$ cat src/rtl/tilelink_ad_responder.sv
// TileLink-UL/UH A-to-D slave responder: queues A requests and answers them in order on D,
// with multi-beat bursts, error responses and externally driven stalls and read data.
module tilelink_ad_responder #(
  parameter int DATA_W   = 32,
  parameter int SRC_W    = 1,
  parameter int SIZE_W   = 4,
  parameter int DEPTH    = 2,
  parameter int MAX_SIZE = 6
) (
  input  logic                         clock,
  input  logic                         reset,
  input  logic                         stall_a,
  input  logic                         stall_d,
  input  logic [DATA_W-1:0]            rdata,
  input  logic                         a_valid,
  output logic                         a_ready,
  input  logic [2:0]                   a_opcode,
  input  logic [2:0]                   a_param,
  input  logic [SIZE_W-1:0]            a_size,
  input  logic [SRC_W-1:0]             a_source,
  input  logic [31:0]                  a_address,
  input  logic [DATA_W/8-1:0]          a_mask,
  input  logic [DATA_W-1:0]            a_data,
  output logic                         d_valid,
  input  logic                         d_ready,
  output logic [2:0]                   d_opcode,
  output logic [1:0]                   d_param,
  output logic [SIZE_W-1:0]            d_size,
  output logic [SRC_W-1:0]             d_source,
  output logic [SRC_W-1:0]             d_sink,
  output logic [DATA_W-1:0]            d_data,
  output logic                         d_error,
  output logic [$clog2(DEPTH+1)-1:0]   outstanding
);

  localparam int LOG_BYTES = $clog2(DATA_W / 8);
  localparam int OCC_W     = $clog2(DEPTH + 1);
  localparam int PTR_W     = (DEPTH > 1) ? $clog2(DEPTH) : 1;
  // One bit wider than 8 so a 1 KiB burst on a 32-bit bus (256 beats) still fits.
  localparam int BEAT_W    = 9;

  function automatic logic [BEAT_W-1:0] f_beats(input logic [SIZE_W-1:0] size);
    if (int'(size) > MAX_SIZE || int'(size) <= LOG_BYTES)
      return BEAT_W'(1);
    else
      return BEAT_W'(1) << (int'(size) - LOG_BYTES);
  endfunction

  logic [2:0]        r_q_op   [DEPTH];
  logic [SIZE_W-1:0] r_q_size [DEPTH];
  logic [SRC_W-1:0]  r_q_src  [DEPTH];
  logic              r_q_err  [DEPTH];

  logic [PTR_W-1:0]  r_wptr, r_rptr;
  logic [OCC_W-1:0]  r_count;
  logic [BEAT_W-1:0] r_a_cnt, r_d_cnt;

  logic              w_a_multi, w_a_err, w_a_last, w_a_fire, w_push;
  logic [BEAT_W-1:0] w_a_beats, w_d_beats;
  logic [2:0]        w_h_op, w_h_dop;
  logic              w_h_data_resp, w_h_err;
  logic              w_empty, w_full, w_d_fire, w_pop;
  logic              w_unused;

  assign w_unused = ^{a_param, a_address, a_mask, a_data};

  // Put and Atomic requests carry write data, so only they span several A beats.
  assign w_a_multi = (a_opcode <= 3'd3);
  assign w_a_err   = (int'(a_size) > MAX_SIZE);
  assign w_a_beats = w_a_multi ? f_beats(a_size) : BEAT_W'(1);
  assign w_a_last  = (r_a_cnt == w_a_beats - BEAT_W'(1));
  assign w_a_fire  = a_valid && a_ready;
  assign w_push    = w_a_fire && w_a_last;

  assign w_h_op        = r_q_op[r_rptr];
  assign w_h_data_resp = (w_h_op == 3'd4) || (w_h_op == 3'd2) || (w_h_op == 3'd3);
  assign w_h_err       = r_q_err[r_rptr] || (w_h_op >= 3'd6);
  assign w_d_beats     = w_h_data_resp ? f_beats(r_q_size[r_rptr]) : BEAT_W'(1);

  always_comb begin
    w_h_dop = 3'd0;
    case (w_h_op)
      3'd2, 3'd3, 3'd4: w_h_dop = 3'd1;
      3'd5:             w_h_dop = 3'd2;
      default:          w_h_dop = 3'd0;
    endcase
  end

  assign w_empty  = (r_count == '0);
  assign w_full   = (r_count == OCC_W'(DEPTH));
  assign d_valid  = !reset && !stall_d && !w_empty;
  assign w_d_fire = d_valid && d_ready;
  assign w_pop    = w_d_fire && (r_d_cnt == w_d_beats - BEAT_W'(1));
  // A full queue still accepts when the head retires this same cycle.
  assign a_ready  = !reset && !stall_a && (r_a_cnt != '0 || !w_full || w_pop);

  always_comb begin
    d_opcode = '0;
    d_param  = '0;
    d_size   = '0;
    d_source = '0;
    d_sink   = '0;
    d_data   = '0;
    d_error  = 1'b0;
    if (d_valid) begin
      d_opcode = w_h_dop;
      d_size   = r_q_size[r_rptr];
      d_source = r_q_src[r_rptr];
      d_error  = w_h_err;
      if (w_h_dop == 3'd1) d_data = rdata;
    end
  end

  assign outstanding = r_count;

  always_ff @(posedge clock) begin
    if (reset) begin
      r_a_cnt <= '0;
      r_d_cnt <= '0;
      r_wptr  <= '0;
      r_rptr  <= '0;
      r_count <= '0;
    end else begin
      if (w_a_fire) r_a_cnt <= w_a_last ? '0 : r_a_cnt + BEAT_W'(1);
      if (w_d_fire) r_d_cnt <= w_pop ? '0 : r_d_cnt + BEAT_W'(1);
      if (w_push) r_wptr <= (r_wptr == PTR_W'(DEPTH - 1)) ? '0 : r_wptr + PTR_W'(1);
      if (w_pop)  r_rptr <= (r_rptr == PTR_W'(DEPTH - 1)) ? '0 : r_rptr + PTR_W'(1);
      if (w_push && !w_pop)      r_count <= r_count + OCC_W'(1);
      else if (w_pop && !w_push) r_count <= r_count - OCC_W'(1);
    end
  end

  always_ff @(posedge clock) begin
    if (w_push) begin
      r_q_op[r_wptr]   <= a_opcode;
      r_q_size[r_wptr] <= a_size;
      r_q_src[r_wptr]  <= a_source;
      r_q_err[r_wptr]  <= w_a_err;
    end
  end

endmodule

$ cat config.mk
export PLATFORM = sky130hd
export DESIGN_NAME = tilelink_ad_responder
export DESIGN_NICKNAME = d
export VERILOG_FILES = /design/src/rtl/tilelink_ad_responder.sv
export SDC_FILE = /design/constraint.sdc
export NUM_CORES = 1
export LEC_CHECK = 0
export ABC_AREA = 1
export CELL_PAD_IN_SITES_DETAIL_PLACEMENT = 1
export CELL_PAD_IN_SITES_GLOBAL_PLACEMENT = 1
export CORE_ASPECT_RATIO = 1.2
export CORE_UTILIZATION = 40
export CTS_CLUSTER_DIAMETER = 40
export DETAILED_ROUTE_END_ITERATION = 7
export DONT_BUFFER_PORTS = 1
export GPL_TIMING_DRIVEN = 1
export PLACE_DENSITY = 0.74
export SLEW_MARGIN = 20
export SYNTH_ARGS = -nofsm -noshare
export SYNTH_HDL_FRONTEND = slang
export SYNTH_SLANG_ARGS = --single-unit
$ cat constraint.sdc
create_clock -name clock -period 6 [get_ports clock]
set_input_delay 0.9 -clock clock [delete_from_list [all_inputs] [get_ports clock]]
set_output_delay 0.9 -clock clock [all_outputs]
set_load 0.005 [all_outputs]
==> results of run 1 <==
[cells in the final DEF, fill, tap and decap left out, drive strengths merged, types with 2 or more instances in the layout]
| cell type | netlist | layout |
|---|---|---|
| nor2 | 91 | 91 |
| dfxtp | 23 | 23 |
| clkbuf | 11 | 6 |
| nand4 | 13 | 13 |
| a31oi | 2 | 2 |
| ha | 12 | 12 |
| nor3 | 10 | 10 |
| clkinv | 1 | 2 |
| nor4 | 3 | 3 |
| xor2 | 14 | 14 |
| inv | 71 | 71 |
| o21ai | 19 | 19 |
| edfxtp | 18 | 18 |
| xnor2 | 3 | 3 |
| nand2 | 150 | 150 |
| or2 | 2 | 2 |
| nand3 | 53 | 53 |
| nand3b | 2 | 2 |
| conb | 1 | 4 |
| buf | 8 | 2 |
| a21oi | 18 | 18 |
[report_power, final]
group	switching [mW]	internal, mW
Clock	0.0892	0.123
Sequential	0.00206	0.294
Combinational	0.0486	0.0221
[registers in the layout, indices dropped and copies added, names as in the netlist, named ones only]
register	cells
r_a_cnt	9
r_d_cnt	9
r_q_size	8
r_q_op	6
outstanding	2
r_q_err	2
r_q_src	2
r_rptr	1
r_wptr	1
[cell type report]
class	count	area, um2	share of cell area [%]
Clock buffer	6	72.57	1.999
Clock inverter	2	35.03	0.9649
Inverter	72	275.3	7.581
Multi-Input combinational cell	400	2090	57.55
Sequential cell	41	1001	27.57
Tap cell	114	142.6	3.928
Timing Repair Buffer	2	15.01	0.4135
[per-stage QoR]
stage	cell area, um2	std cells	total power [mW]	setup WS (ps)
detailed placement	3523	629	0.3734	1400
global placement	3523	629	0.3704	1455
CTS	3631	637	0.5872	1238
finish	3631	637	0.5792	1313
global route	3631	637	0.6046	1011
floorplan	3480	532	0.3638	1949
[synthesized netlist by cell type]
library cell and number:
xnor2_1 3, clkbuf_1 10, nor2_4 3, nand2_1 135
a21oi_1 18, a21boi_4 1, dfxtp_1 23, nand4_2 1
xnor3_1 1, o21ai_0 11, nand2_4 4, o21ai_1 8
o21bai_1 1, nand3_2 5, nand4_1 12, edfxtp_1 18
or2_1 2, conb_1 1, nor2_1 82, nand3_1 45
inv_1 62, clkinv_1 1, nand3b_1 2, nor3_1 8
nor2_2 6, buf_6 3, a21o_1 1, nand2_2 11
ha_1 12, clkbuf_2 1, xor2_1 14, nor4_1 3
nand3_4 3, buf_4 5, nor3_2 2, inv_6 1
inv_2 8, a31oi_1 2
[routing by layer]
metal  global-route usage (%)  part of all wire (%)  vias up  wire [um]
li1                         -                     -     1664          -
met1                    21.92                    39     1517       3562
met2                    40.89                    54       78       4934
met3                    2.063                   4.3       13        389
met4                    6.786                   2.3        0        210
met5                        0                     0        -          0
[worst register-to-register path, delay by kind of cell, from the launching register on]
kind | cells | cell delay (ps)
buffers and inverters | 4 | 430
adders and majority gates | 3 | 670
DFF | 1 | 310
and+or+nand+nor | 17 | 2600
xor gates and xnor gates | 1 | 130
[cell families (layout without fill, tap and decap cells)]
family                     Yosys count  after routing
other                                1              4
DFF                                 41             41
AOI/OAI and AO/OA                   42             42
buffers and inverters               91             82
adders and majority gates           12             12
xor gates and xnor gates            18             18
and+or+nand+nor                    324            324
[worst min path at each step]
stage	endpoint	from	cells after the start	slack, ps
2_1_floorplan	register	r_rptr	2	450
3_3_place_gp	r_rptr	r_rptr	2	460
3_5_place_dp	register	r_rptr	2	470
4_1_cts	r_rptr	r_rptr	2	490
5_1_grt	r_rptr	r_rptr	2	530
6_report	r_rptr	r_rptr	2	490
==> run_results.csv, run 1 <==
group,metric,value,unit
timing,whs,488.6,ps
pwr,ir_worst_vdd,0.1224,mV
timing,tightest_slew,1043,ps
timing,rsz0062_at_grt,"false",
synth,ys_ff_latch,41,
status,status,"finished, final reports clean",
routing,wl,9097,um
critical_path,cp_data_arrival_time,3790,ps
global_route,grt_pass1_wl,15040,um
critical_path,critPathMaxFanout,18,
floorplan,start_util,42.08,%
critical_path,path_delay_family,"simple AND/OR/NAND/NOR gates",
synth,synthTopCellsByArea,"edfxtp_1 16%, nand2_1 15%, dfxtp_1 13%",
timing,final_max_slew_viol_count,0,
critical_path,worstPathRequired,5100,ps
timing,setup_tns,0,ps
synth,seq_area_frac_synth,28.86,%
floorplan,rows,36,
placement,routabilityCongestion,0.7817,
global_route,overflow,0,
global_route,antenna_found_initial,0,
synth,muxShareOfSynthArea,0,%
timing,finalHoldViolCount,0,
worst_hold_path,hold_path.class,"register to register",
timing,post-route-period-util,78.12,%
placement,dpl.hpwl,7428,um
floorplan,io_pins,165,
clock_tree,cts_made_buffers,5,
routing,drt_iter0_markers,92,
routing,antenna_left,0,
clock_tree,cts_setup_buffers,0,
floorplan,dieArea,9049,um2
critical_path,rrSetupSlack,1500,ps
placement,io_buffers,0,
floorplan,die-height,104.0,um
synth,ys_types,38,
critical_path,reg2reg_depth,25,
synth,synth_top_area_share,15.58,%
synth,synthAdderAreaFrac,4.329,%
critical_path,cp_cell_sequence,"buf_4 > inv_6 > nand2_1 > nand2_2 > ha_1 > ha_1 > inv_1 > nand3_2 > nor2_2 > nand2_2 > nor2_4 > nand2_1 > nor2_1 > inv_1 > ha_1 > xnor2_1 > nor2_1 > nand3_1 > nor2_1 > nand3_1 > nor2_2 > nand2_4 > a21boi_4",
timing,clock.fmax,213.3,MHz
clock_tree,cts_resized,0,
routing,vias,3272,
synth,synth.largest_area_cell,"edfxtp_1",
clock_tree,h-tree-depth,2,
clock_tree,cts_num_sinks,41,
global_route,grt_max_degree,40,
floorplan,coreArea,8243,um2
critical_path,cp-endpoint,"a_ready",
critical_path,max_stage_delay,310,ps
final_layout,nNetsFinal,651,
critical_path,slowest_stage,"dfxtp_1",
pwr,leakagePower,1.548,nW
final_layout,final_core_util,44.05,%
routing,drc,0,
routing,post_drt_wl_per_cell,14.28,um
clock_tree,cts_buffer_depth,2,
critical_path,cp.depth,23,
routing,first_pass_iters,4,
critical_path,worstSetupEndpointType,"output pin",
synth,yosys_warnings,0,
synth,synthXorXnorAreaFrac,4.942,%
clock_tree,cts_tree,"yes",
synth,syn_avg_cell_area,6.556,um2
synth,syn_inst,529,
critical_path,worstSetupPathType,"register to output pin",
pwr,powerDensity,159.5,nW/um2
critical_path,critPathBufInv,4,
clock_tree,ctsHoldBuffers,0,
critical_path,cp-start-kind,"register",
clock_tree,clock_latency,280,ps
critical_path,r2r_end,"r_q_op[1][2]",
final_layout,fillCellCount,1119,
global_route,grt_pass1_vias,3364,
timing,slew_headroom,30.39,%
flow_run,drv_cap,0,
timing,setup_viol,0,
timing,skew,7.627,ps
global_route,track_usage,20.66,%
synth,synthSimpleGateAreaFrac,43.87,%
routing,via_per_inst,5.137,
synth,synth_top_family_by_area,"simple AND/OR/NAND/NOR gates",
clock_tree,clk_pin_slew,80,ps
clock_tree,cts-root-buf,"clkbuf_8",
synth,synth_compound_area_share,6.674,%
final_layout,drive_gt1_share,10.33,%
floorplan,die_w,87.01,um
timing,fin_crit,4687,ps
final_layout,area_growth,4.690,%
final_layout,n_antenna_cell,0,
synth,syn_area,3468,um2
No activity file was read; power rests on OpenSTA's default activity.
==> run 2, diff against run 1 <==
- CORE_UTILIZATION: 40 -> 39
- PLACE_DENSITY: 0.74 -> 0.75
- clock period: 6 -> 3.9 ns (I/O delays scaled with it)
==> run 2 against run 1 <==
  * Cell count increased by 3.3%
  * Die area rose by 2.5%
  * Clock-buffer cell count stayed put
  * Core utilization increased by 0.49 points
  * Via count up 3.6%
  * Non-clock buffer count increased by 18
  * Critical endpoint unchanged
  * Largest cell class unchanged
  * Highest routed layer unchanged
==> run_results.csv, run 2 (same netlist as run 1, synthesis figures left out) <==
group,metric,value,unit
placement,io_buffers,0,
timing,tightest_slew,928.4,ps
pwr,ir_worst_vdd,0.1940,mV
timing,fin_crit,3722,ps
critical_path,worstSetupPathType,"register to output pin",
global_route,grt_max_degree,40,
final_layout,multi_input_comb_area,2141,um2
routing,via_per_inst,5.153,
timing,skew,7.704,ps
floorplan,die-height,105.3,um
routing,drc,0,
floorplan,coreArea,8611,um2
floorplan,die_w,88.09,um
clock_tree,h-tree-depth,2,
routing,post_drt_wl_per_cell,14.66,um
worst_hold_path,hp-start,"reset",
worst_hold_path,min_path_cells,1,
final_layout,fillCellCount,1186,
worst_hold_path,whs_endpoint,"r_a_cnt[7]",
floorplan,dieArea,9276,um2
critical_path,rrSetupSlack,280,ps
routing,wl,9646,um
placement,routabilityCongestion,0.8359,
floorplan,io_pins,165,
final_layout,n_antenna_cell,0,
final_layout,area_growth,10.57,%
clock_tree,clock_latency,300,ps
timing,setup_viol,0,
flow_run,drv_cap,0,
floorplan,start_util,40.28,%
status,status,"finished, final reports clean",
final_layout,drive_gt1_share,14.42,%
critical_path,reg2reg_depth,29,
final_layout,seq_area,1005,um2
final_layout,final_common_cell,"nand2_1",
critical_path,critPathMaxFanout,10,
placement,place_ws,-15.73,ps
timing,finalHoldViolCount,0,
routing,antenna_left,0,
routing,first_pass_iters,4,
timing,whs,338.2,ps
timing,final_max_slew_viol_count,0,
global_route,grt_pass1_vias,3487,
global_route,overflow,0,
critical_path,worstSetupEndpointType,"output pin",
critical_path,r2r_end,"outstanding[1]",
timing,clock.fmax,268.7,MHz
routing,drt_iter0_markers,84,
pwr,powerDensity,238.6,nW/um2
global_route,grt_pass1_wl,15310,um
clock_tree,cts-root-buf,"clkbuf_8",
critical_path,cp-start-kind,"register",
final_layout,final_cell_mix,"133 x nand2_1, 82 x nor2_1, 60 x inv_1",
worst_hold_path,hold_path.class,"primary input to register",
clock_tree,clk_pin_slew,80,ps
clock_tree,cts_buffer_depth,2,
global_route,antenna_found_initial,0,
pwr,leakagePower,1.622,nW
clock_tree,cts_made_buffers,5,
clock_tree,cts_num_sinks,41,
timing,post-route-period-util,95.43,%
final_layout,nNetsFinal,669,
final_layout,top_regs,"r_a_cnt x9, r_d_cnt x9, r_q_size x8",
routing,vias,3391,
critical_path,cp_data_arrival_time,3140,ps
global_route,track_usage,20.94,%
timing,slew_headroom,37.72,%
timing,finalWorstSetupSlack,178.2,ps
clock_tree,ctsHoldBuffers,0,
final_layout,final_cell_area,3835,um2
placement,dpl-instance-area,3625,um2
critical_path,worstPathRequired,3310,ps
floorplan,rows,37,
placement,dpl.hpwl,7712,um
clock_tree,cts_tree,"yes",
## run 2: per-stage QoR
stage / std cells / util, % / TNS, ps / power (mW)
floorplan: 532 / - / 0 / 0.5597
global placement: 645 / 42.10 / 0 / 0.5779
detailed placement: 645 / 42.10 / -15.73 / 0.5839
CTS: 653 / 43.39 / 0 / 0.9203
global route: 658 / 44.54 / -67.91 / 0.9547
finish: 658 / 44.54 / 0 / 0.9152
## run 2: worst max path at each step
stage	startpoint	end	slack (ps)	depth (start not counted)
2_1_floorplan	register	outstanding[1]	100	31
3_3_place_gp	register	outstanding[1]	50	28
4_1_cts	register	outstanding[1]	2	28
6_report	register	a_ready	180	22
3_5_place_dp	a_size[1]	outstanding[1]	-20	21
5_1_grt	register	a_ready	-50	22
## run 2: final cells by class
type                    instances  area share (%)
well taps                     117           3.817
inverters                      72           7.178
clock buffers                   6           1.892
flip-flops and latches         41           26.20
multi-input cells             400           55.82
repair buffers                 20           4.209
clock inverters                 2          0.8809
## run 2: what timing repair did
action | in CTS | in global routing
resized for setup | 1 | 16
endpoints found under the setup margin | 2 | 20
setup buffers | 0 | 5
pin swaps | 0 | 11
## run 2: layer usage
metal / vias to the layer above / share of wire, % / global-route usage, %
met3: 12 / 4.4 / 2.976
met2: 82 / 54 / 40.75
met5: - / 0 / 0
met4: 0 / 1.9 / 7.834
met1: 1605 / 39 / 21.92
li1: 1692 / - / -
## run 2: power by group
group	internal [mW]	total, mW	leakage, nW	switching, mW
clock	0.189	0.337	0.0528	0.148
sequential	0.451	0.455	0.348	0.00332
combinational	0.0426	0.124	1.22	0.0813
## run 2: critical path, stage by stage (launching register included)
cell and delay, ps:
dfxtp_4 370, buf_8 140, nand2_1 70, nand2_2 80, ha_4 170, ha_4 140, inv_1 60, nand3_2 70
nor2_2 100, nand2_2 90, nor2_4 110, nand2_1 70, nor2_1 80, inv_1 50, ha_2 250, xnor2_1 120
nor2_1 90, nand3_1 100, nor2_1 110, nand3_1 110, nor2_2 160, nand2_4 100, a21boi_4 190
==> RTL edit, RTL diff (flow settings as in run 2) <==
The parameter `DEPTH` goes from 2 to 1.
--- a/src/rtl/tilelink_ad_responder.sv
+++ b/src/rtl/tilelink_ad_responder.sv
@@ -6,3 +6,3 @@
   parameter int SIZE_W   = 4,
-  parameter int DEPTH    = 2,
+  parameter int DEPTH    = 1,
   parameter int MAX_SIZE = 6
Interface: changed (resized outstanding); port bits go from 165 to 164. No check against the original RTL was run, so the function may have changed too.
==> RTL edit against run 2 <==
  * Setup slack improved by 0.0086 ns
  * Routed wire length fell by 7.8%
  * Global-route usage rose by 3.5 points
  * Highest routed layer unchanged
  * Critical path type unchanged
  * Clock skew rose by 0.0060 ns
  * Sequential cell count fell by 13
  * Cell area fell by 21%
  * Synthesized area fell by 17%
  * Power fell by 35%
==> RTL edit: results (changes against run 2) <==
metric	value	unit	change
CTS root buf	clkbuf_8		unchanged
CTS buffer count	3		was 5
Remaining DRCs	0		unchanged
IO buf count	0		unchanged
clock buffer depth	2		unchanged
initial antenna violation count	0		unchanged
largest net degree at the start of global routing	33		was 40
DR pass1 iterations	4		unchanged
first-pass GRT wire length	14.46	mm	was 15.31 mm
reg2reg end	r_q_op[0][1]		was outstanding[1]
slowest stage cell, crit path	edfxtp_1		was dfxtp_4
VDD IR max	0.1113	mV	was 0.1940 mV
H-tree levels	1		was 2
dpl ws	0.1623	ns	was -0.01573 ns
max incr delay on CP	0.48	ns	was 0.37 ns
flop2flop setup slack	0.35	ns	was 0.28 ns
HPWL Detailed	7.599	mm	was 7.712 mm
Most used DFF post-synth	dfxtp_1		unchanged
top flop regs	r_a_cnt x9, r_d_cnt x9, r_q_size x4		was r_a_cnt x9, r_d_cnt x9, r_q_size x8
Initial DRC Count	83		was 84
top cells by area, synth	nand2_1 22%, dfxtp_1 13%, nor2_1 12%		was edfxtp_1 16%, nand2_1 15%, dfxtp_1 13%
HP Class	primary input to flop		unchanged
number of diodes	0		unchanged
synthesized instance count	507		was 529
most frequent cells after synthesis	166 x nand2_1, 89 x nor2_1, 62 x inv_1, 48 x nand3_1		was 135 x nand2_1, 82 x nor2_1, 62 x inv_1, 45 x nand3_1, 23 x dfxtp_1
clk slew on worst S/H paths	0.10	ns	was 0.08 ns
fill cell count	1023		was 1186
Reg2Reg Depth	19		was 29
Yosys warning count	0		unchanged
Slew @ Worst Pin	0.5389	ns	was 0.9284 ns
RD Place Congestion	0.8779		was 0.8359
clock skew	0.01373	ns	was 0.007704 ns
vias in the first global route	3148		was 3487
Max FO, Critical Path	6		was 10
DR WL/cell	15.03	µm	was 14.66 µm
Critical R2R Launch	r_q_size[0][1]		
sequential fraction of the synthesis area	0.2264		was 0.2886
Synth cell types	32		was 38
Clock Latency Late Sink	0.27	ns	was 0.30 ns
Crit path arrival time	3.13	ns	was 3.14 ns
status	finished, final reports clean		unchanged
GRT Util Overall	0.2447		was 0.2094
fin nets	634		was 669
Lkg Pwr	0.001375	µW	was 0.001622 µW
Worst Setup Start Kind	flop		unchanged
Worst Setup EP	a_ready		unchanged
asr flop ratio synth	0		unchanged
antenna violation net count after detailed routing	0		unchanged
vias per cell	5.247		was 5.153
layout cells sized above 1	0.06535		was 0.1442
Tcrit/Tclk final	0.9521		was 0.9543
EDFF count, synth	9		was 18
routed wire length	8.898	mm	was 9.646 mm
Min Clock Period, post-route	3.713	ns	was 3.722 ns
RTL edit: final cells by class:
type / count / area [µm²] / share of cell area
sequential: 28 / 650.6 / 0.2158
inverter: 70 / 264.0 / 0.08755
multi-input combinational: 397 / 1892 / 0.6274
timing repair buffer: 6 / 45.04 / 0.01494
clock buffer: 4 / 55.05 / 0.01826
tap: 87 / 108.9 / 0.03610
RTL edit: what timing repair did:
action | CTS | global route
endpoints found under the setup margin | 0 | 10
setup buffers | 0 | 3
hold buffers | 0 | 0
resized for setup | 0 | 3
RTL edit: where the power goes:
part / switching [µW] / total [µW] / internal (µW) / leakage [µW]
logic: 78.7 / 114 / 35.1 / 0.00111
registers: 3.10 / 307 / 304 / 0.000234
clock network: 84.8 / 175 / 90.3 / 0.0000288
RTL edit: worst min path at each step:
stage / start / end / slack (ns) / cells after the start
floorplan: r_a_cnt[8] / r_a_cnt[8] / 0.47 / 2
global placement: r_a_cnt[7] / r_a_cnt[7] / 0.49 / 2
detailed placement: r_d_cnt[0] / r_d_cnt[0] / 0.51 / 2
CTS: reset / r_a_cnt[4] / 0.35 / 1
global route: reset / r_a_cnt[4] / 0.34 / 1
finish: reset / r_a_cnt[4] / 0.35 / 1
RTL edit: through the flow:
step	area, µm²	TNS, ns
2_1_floorplan	2885	0
3_3_place_gp	2933	0
3_5_place_dp	2933	0
4_1_cts	2988	0
5_1_grt	3015	-0.05276
6_report	3015	0
RTL edit: cells by family (layout without fill, tap and decap cells):
logic type      after synthesis  after routing  synth area share
flops                        28             28            0.2264
buf+inv                      85             80            0.1210
xor+xnor                     15             15           0.04571
other cells                   1              4          0.001305
fa+ha+maj                    11             11           0.04789
compound gates               21             21           0.04267
simple gates                346            346            0.5150
RTL edit: metal layers:
metal  routed length, µm  part of all wire  GRT usage  vias up
met1                3426              0.39     0.2506     1423
met2                4645              0.52     0.4866       90
met5                   0                 0          0        -
met3                 429             0.048    0.02085       20
li1                    -                 -          -     1573
met4                 396             0.045     0.1220        0
RTL edit: critical path: cells and delay by family (launching register included):
kind	cells	cell delay [ns]
AND/OR/NAND/NOR	13	1.33
buffers and inverters	2	0.19
XOR/XNOR	1	0.14
adder cells (fa/ha/maj)	3	0.71
flip-flops	1	0.48
